--- src/rtl/ps_pwm_cfg_loader.sv ---
`default_nettype none
// ============================================================================
// Module   : ps_pwm_cfg_loader
// Purpose  : Serialises a parallel PS-PWM configuration word onto the
//            CLK_SR / Data_SR shift-register port of the PWM core, LSB first.
//            Every bit gets a setup, high and hold phase of DIV cycles each.
// Ports    : CLK      - system clock, rising edge
//            RST      - asynchronous active-low reset
//            cfg_word - configuration word, captured on an accepted start
//            start    - load request, accepted only while idle
//            abort    - cancel an in-progress load (ignored when idle)
//            busy     - load in progress
//            done     - one-cycle pulse on successful completion
//            CLK_SR   - shift clock to the PWM core
//            Data_SR  - serial data to the PWM core
// Revision : 1.0 - initial release
// ============================================================================
module ps_pwm_cfg_loader #(
  parameter int N_BITS = 18,
  parameter int DIV    = 4
) (
  input  logic              CLK,
  input  logic              RST,
  input  logic [N_BITS-1:0] cfg_word,
  input  logic              start,
  input  logic              abort,
  output logic              busy,
  output logic              done,
  output logic              CLK_SR,
  output logic              Data_SR
);

  localparam int PW = (DIV > 1) ? $clog2(DIV) : 1;
  localparam int BW = (N_BITS > 1) ? $clog2(N_BITS) : 1;
  localparam logic [PW-1:0] PH_LAST  = PW'(DIV - 1);
  localparam logic [BW-1:0] BIT_LAST = BW'(N_BITS - 1);

  typedef enum logic [1:0] {
    IDLE  = 2'd0,
    SETUP = 2'd1,
    HIGH  = 2'd2,
    HOLD  = 2'd3
  } state_t;

  state_t            state;
  logic [PW-1:0]     phase;
  logic [BW-1:0]     bit_idx;
  logic [N_BITS-1:0] shreg;
  logic [N_BITS-1:0] shifted;
  logic              phase_end;

  assign shifted   = shreg >> 1;
  assign phase_end = (phase == PH_LAST);

  always_ff @(posedge CLK or negedge RST) begin
    if (!RST) begin
      state   <= IDLE;
      phase   <= '0;
      bit_idx <= '0;
      shreg   <= '0;
      busy    <= 1'b0;
      done    <= 1'b0;
      CLK_SR  <= 1'b0;
      Data_SR <= 1'b0;
    end else begin
      done <= 1'b0;
      if (state != IDLE && abort) begin
        // Abort overrides everything else, including a concurrent start.
        state   <= IDLE;
        phase   <= '0;
        bit_idx <= '0;
        busy    <= 1'b0;
        CLK_SR  <= 1'b0;
        Data_SR <= 1'b0;
      end else begin
        // The phase counter free-runs through the active states and wraps
        // at the end of each phase.
        if (state != IDLE) begin
          phase <= phase_end ? '0 : phase + 1'b1;
        end
        case (state)
          IDLE: begin
            if (start) begin
              shreg   <= cfg_word;
              bit_idx <= '0;
              phase   <= '0;
              busy    <= 1'b1;
              CLK_SR  <= 1'b0;
              Data_SR <= cfg_word[0];
              state   <= SETUP;
            end
          end
          SETUP: begin
            if (phase_end) begin
              CLK_SR <= 1'b1;
              state  <= HIGH;
            end
          end
          HIGH: begin
            if (phase_end) begin
              CLK_SR <= 1'b0;
              state  <= HOLD;
            end
          end
          HOLD: begin
            if (phase_end) begin
              if (bit_idx == BIT_LAST) begin
                busy    <= 1'b0;
                done    <= 1'b1;
                Data_SR <= 1'b0;
                state   <= IDLE;
              end else begin
                // Data only moves here, after CLK_SR has been low for a
                // full hold phase.
                shreg   <= shifted;
                Data_SR <= shifted[0];
                bit_idx <= bit_idx + 1'b1;
                state   <= SETUP;
              end
            end
          end
          default: state <= IDLE;
        endcase
      end
    end
  end

endmodule
`default_nettype wire

--- config.mk ---
export PLATFORM = sky130hd
export DESIGN_NAME = ps_pwm_cfg_loader
export DESIGN_NICKNAME = d
export VERILOG_FILES = /design/src/rtl/ps_pwm_cfg_loader.sv
export SDC_FILE = /design/constraint.sdc
export NUM_CORES = 1
export LEC_CHECK = 0
export CORE_ASPECT_RATIO = 1.75
export CORE_MARGIN = 4
export CORE_UTILIZATION = 38
export DETAILED_ROUTE_END_ITERATION = 10
export PLACE_DENSITY = 0.68
export SLEW_MARGIN = 20
export SYNTH_ARGS = -nofsm -noshare
export SYNTH_HDL_FRONTEND = slang
export SYNTH_SLANG_ARGS = --single-unit
--- constraint.sdc ---
create_clock -name CLK -period 3.31 [get_ports CLK]
set_input_delay 0.662 -clock CLK [delete_from_list [all_inputs] [get_ports CLK]]
set_output_delay 0.662 -clock CLK [all_outputs]
set_load 0.01 [all_outputs]
==> flow_summary.ini, run 1 <==
[run_status]
outcome = finished clean

[route]
drt_iter0_markers = 25
wire_per_inst_um = 15.3
remaining_drc_errors = 0
first_pass_iters = 4
vias_per_cell = 5.40
ant_nets = 0
vias = 1209
wirelength_um = 3440

[finish]
final_layout_size_suffix_gt1_share_pct = 27.2
fin_area_um2 = 2130
fin_nets = 202
stdcell_count = 224
diodes = 0
area_delta_synth_final_pct = 20.9

[synthesis]
synth_xor_area_share_pct = 0
synth_fp_nets = 174
synth_simple_gate_area_share_pct = 12.5
ys_seq_elements = 30
netlist_top_cells_area = dfrtp_1 (43%), mux2_2 (15%), mux2_4 (7.7%), ha_1 (5.7%), o21ai_0 (2.6%)
yosysUniqueCellTypes = 37
synth_area_leader_cell = dfrtp_1
yosysSeqAreaShare_pct = 42.6
yosysMostFrequentCell = dfrtp_1
synth_adder_area_share_pct = 5.68
synth_compound_area_share_pct = 10.7
yosys_warnings = 0
ys_top_cells_by_count = dfrtp_1 (30), mux2_2 (23), mux2_4 (9), o21ai_0 (9), ha_1 (8)
synth_area_um2 = 1760
synth_mux_area_share_pct = 24.1
synth_flop_cell = dfrtp_1
synthArstFlopShare_pct = 100
syn_inst = 144
synth_edf_count = 0
synth_top_area_share_pct = 42.6
syn_avg_cell_area_um2 = 12.2
synth_top_family_by_area = multiplexers

[clock_tree]
root_buffer = clkbuf_8
cts-htree-levels = 2
clk-insertion-delay-late_ns = 0.28
cts_setup_buffers = 0
clock_sinks = 30
cts_resized = 0
clkSlewWorstSetupHoldPaths_ns = 0.06
cts_buffers = 5
postCtsHoldBufs = 0
clock_path_buffers = 2
cts_tree = built

[critical_path]
cp_top_family = buffers and inverters
cp_num_buf_inv = 2
worst-setup-path-type = in -> reg
r2r_setup_slack_ns = 0.89
cp_slowest_cell = clkdlybuf4s50_1
end_kind = flop
start_kind = input port
critical_path.max_fanout = 11
crit_chain = clkdlybuf4s50_1 -> nor2b_4 -> nor3_4 -> nand2b_1 -> buf_4 -> mux2_4
crit_arrival_ns = 2.64
slowest_delay_ns = 0.60
cp.required_ns = 3.47

[place]
gp_congestion = 0.817
placedCellCount = 216
portBuffers = 25
placed_area_um2 = 2040
hpwl_um = 2580

[timing]
period_needed_ns = 2.48
hold_violations = 0
slew_viol_final = 0
tightest_slew_ns = 0.564
slew-limit-headroom_pct = 62.4
fmax_mhz = 404
fin_skew_ns = 0.00183
rsz0062_at_grt = false
tns_ns = 0
setup_viol = 0
period_share_pct = 74.8
finalHoldWorstSlack_ns = 0.477

[pwr]
power_leakage_uw = 0.000936
power_frac_comb_pct = 50.9
p_sw_share_pct = 34.9
power.total_uw = 1860
power_per_cell_area_nw_per_um2 = 874
internal-power_uw = 1210
ir_drop_mv = 0.579
seq_power_share_pct = 33.0
clkPwrFrac_pct = 16.1
p_switching_uw = 650

[die]
core_area_um2 = 4440
rows = 32
dieArea_um2 = 5840
die_w_um = 59.5
num_io_pins = 26
start_util_pct = 39.7
die_y_um = 98.1

[global_routing]
grtUsageTotal_pct = 13.3
grt_max_degree = 31
grt.overflow.total = 0
grt_pass1_wl_um = 5920
grt_pass1_vias = 1262
antenna_found_initial = 0

[flow_run]
cap_viol_max_count = 0

[min_path]
hold_path_class = reg -> reg
## metrics by stage
step	utilization [%]	worst slack, ns
after floorplan	-	1.49
after global placement	45.9	0.622
after detailed placement	45.9	0.541
after CTS	47.9	0.827
after global routing	47.9	0.689
final	47.9	0.835
## cells by family after synthesis
| group | Yosys count |
|---|---|
| simple gates | 31 |
| compound gates | 28 |
| flops | 30 |
| buf+inv | 12 |
| fa+ha+maj | 8 |
| mux | 35 |
## layout by cell type, fill, tap and decap left out, drive strengths merged
cell,Yosys,routed
buf,5,3
a21oi,5,5
nand2,4,4
a32o,1,1
o21bai,1,1
a21boi,1,1
clkdlybuf4s50,0,25
a41o,1,1
or3,1,1
o41ai,2,2
inv,5,5
nand4bb,1,1
mux2,32,32
dfrtp,30,30
clkinv,0,1
nand2b,5,5
o31ai,2,2
nor2,1,1
clkbuf,2,7
o21ai,10,10
a32oi,1,1
nor3,7,7
mux2i,3,3
ha,8,8
a31oi,1,1
a211o,1,1
and3,4,4
a211oi,2,2
nand3,2,2
and2,1,1
nor2b,3,3
and2b,2,2
## per-layer routing
| layer | vias to the layer above | part of all wire [%] | global-route usage, % |
|---|---|---|---|
| li1 | 574 | - | - |
| met1 | 591 | 37 | 14.0 |
| met2 | 39 | 55 | 22.7 |
| met3 | 5 | 6.2 | 4.63 |
| met4 | 0 | 2.1 | 6.14 |
| met5 | - | 0 | 0 |
## worst register-to-register path, stage by stage, from the launching register on
cell and delay [ns]:
dfrtp_1 0.43, inv_1 0.17, ha_1 0.36, nor2b_4 0.28, nor3_4 0.05, nand2b_1 0.41
buf_4 0.29, mux2_4 0.32
## path summary, 6_finish.rpt
check                          from          to  depth (start not counted)
min                         Data_SR     Data_SR                          2
max reg2reg                state[1]   shreg[11]                          7
min reg2reg                 Data_SR     Data_SR                          2
min in group asynchronous       RST      CLK_SR                          2
max                           abort   shreg[11]                          6
max in group asynchronous       RST  bit_idx[1]                          2
## area by class of cell
class	instances	area, µm²
clock buffers	7	86.3
clock inverters	1	5.00
fillers	407	2310
inverters	5	18.8
multi-input cells	102	933
flip-flops and latches	30	751
well taps	51	63.8
repair buffers	28	273
## power groups by stage
stage	Clock, µW	Combinational [µW]	Sequential (µW)
after global placement	0	922	609
after global routing	328	1040	633
after CTS	310	958	616
after detailed placement	0	954	620
after floorplan	0	830	593
final	301	947	614
## flip-flops by register name, summed over array words and instances, names as in the netlist
signal	count
CLK_SR	1
Data_SR	1
bit_idx	5
busy	1
done	1
phase	2
shreg	17
state	2
No activity file was read; power rests on OpenSTA's default activity.
==> inputs of run 2 (changes only) <==
--- a/config.mk
+++ b/config.mk
@@ -9,7 +9,7 @@
 export CORE_MARGIN = 4
 export CORE_UTILIZATION = 38
 export DETAILED_ROUTE_END_ITERATION = 10
-export PLACE_DENSITY = 0.68
+export PLACE_DENSITY = 0.71
 export SLEW_MARGIN = 20
 export SYNTH_ARGS = -nofsm -noshare
 export SYNTH_HDL_FRONTEND = slang
==> constraint.sdc (replaced) <==
create_clock -name CLK -period 2 [get_ports CLK]
set_input_delay 0.4 -clock CLK [delete_from_list [all_inputs] [get_ports CLK]]
set_output_delay 0.4 -clock CLK [all_outputs]
set_load 0.01 [all_outputs]
==> flow_summary.ini, run 2 (synthesis gave the netlist of run 1 again) <==
[run_status]
outcome = finished clean

[die]
rows = 32
num_io_pins = 26
dieArea_um2 = 5840
die_y_um = 98.1
start_util_pct = 39.7
die_w_um = 59.5
core_area_um2 = 4440

[critical_path]
cp_num_buf_inv = 2
cp_top_family = flip-flops
slowest_delay_ns = 0.42
crit_arrival_ns = 2.06
cp.required_ns = 2.16
critical_path.max_fanout = 17
start_kind = flop
crit_chain = inv_1 -> ha_2 -> nor2b_4 -> nor3_4 -> nand2b_1 -> buf_12 -> mux2_2
end_kind = flop
cp_slowest_cell = dfrtp_1
worst-setup-path-type = reg -> reg

[timing]
rsz0062_at_grt = false
slew_viol_final = 0
fmax_mhz = 526
hold_violations = 0
period_share_pct = 95.0
tightest_slew_ns = 0.387
slew-limit-headroom_pct = 74.2
setup_viol = 0
fin_skew_ns = 0.00763
period_needed_ns = 1.90
tns_ns = 0

[global_routing]
grtUsageTotal_pct = 14.3
grt_max_degree = 31
grt_pass1_vias = 1396
antenna_found_initial = 0
grt_pass1_wl_um = 6360
grt.overflow.total = 0

[route]
wire_per_inst_um = 16.3
drt_iter0_markers = 30
wirelength_um = 3750
vias_per_cell = 5.42
vias = 1247
wl_met2_um = 2120
remaining_drc_errors = 0
first_pass_iters = 4
top_layer_used = met4
wl_met1_um = 1340
routed-wl-met3_um = 176
ant_nets = 0

[place]
hpwl_um = 2820
gp_congestion = 0.870
portBuffers = 25

[clock_tree]
clock_sinks = 30
cts-htree-levels = 2
cts_setup_buffers = 0
clkSlewWorstSetupHoldPaths_ns = 0.06
clk-insertion-delay-late_ns = 0.28
root_buffer = clkbuf_8
clock_path_buffers = 2
cts_tree = built
postCtsHoldBufs = 0
cts_buffers = 5

[finish]
largest_register_ffs = 17
diodes = 0
final_layout_size_suffix_gt1_share_pct = 31.3
final_cell_mix = dfrtp_1 (30), clkdlybuf4s50_1 (25), mux2_2 (23)
final_common_cell = dfrtp_1
regMostFlops = shreg
largestRegisters = shreg x17, bit_idx x5
area_delta_synth_final_pct = 24.5
fin_util_pct = 49.4
fin_nets = 208

[pwr]
ir_drop_mv = 0.827
power_per_cell_area_nw_per_um2 = 1470
power_leakage_uw = 0.000968

[flow_run]
cap_viol_max_count = 0

[min_path]
hold_path_class = reg -> reg
-- run 2: timing repair --
item	4_1_cts	5_1_grt
endpoints found under the setup margin	0	11
gates resized for setup	0	3
hold endpoints to repair	0	0
-- run 2: tightest hold or removal path: cells and delay by family (launching register included) --
family           cells  cell delay [ns]
flip-flops           1             0.35
AO/OA/AOI/OAI        1             0.06
AND/OR/NAND/NOR      1             0.06
-- run 2: power breakdown --
group          leakage, µW  internal, µW  switching, µW
combinational     0.000545           961            748
clock            0.0000482           277            221
sequential        0.000374           863            159
-- run 2: area by class of cell --
type | instances | area (µm²)
Clock inverter | 1 | 5.00
Timing Repair Buffer | 34 | 330
Sequential cell | 30 | 751
Tap cell | 51 | 63.8
Clock buffer | 7 | 86.3
Inverter | 5 | 18.8
Multi-Input combinational cell | 102 | 940
Fill cell | 397 | 2250
-- run 2: per-stage QoR --
step	cell area [µm²]	hold WS [ns]	instances	total power [µW]	worst slack, ns
2_1_floorplan	1760	0.104	144	2360	0.176
3_3_place_gp	2100	0.473	222	2620	0.0899
3_5_place_dp	2100	0.479	222	2730	0.00623
4_1_cts	2190	0.492	230	3240	0.0524
5_1_grt	2190	0.510	230	3470	0.0283
6_report	2190	0.500	230	3230	0.0998
-- run 2: routing by layer --
layer | up-vias | track usage [%]
li1 | 592 | -
met1 | 613 | 14.8
met2 | 33 | 25.0
met3 | 9 | 3.97
met4 | 0 | 7.51
met5 | - | 0
-- run 2: worst paths after layout --
kind,cells past startpoint,end,slack [ns],startpoint
worst max-delay path,7,shreg[3],0.1,state[1]
worst min-delay path,2,Data_SR,0.50,Data_SR
worst max register to register,7,shreg[3],0.1,state[1]
worst min register to register,2,Data_SR,0.50,Data_SR
max in group asynchronous,2,busy,1.21,RST
min in group asynchronous,2,shreg[4],0.51,RST
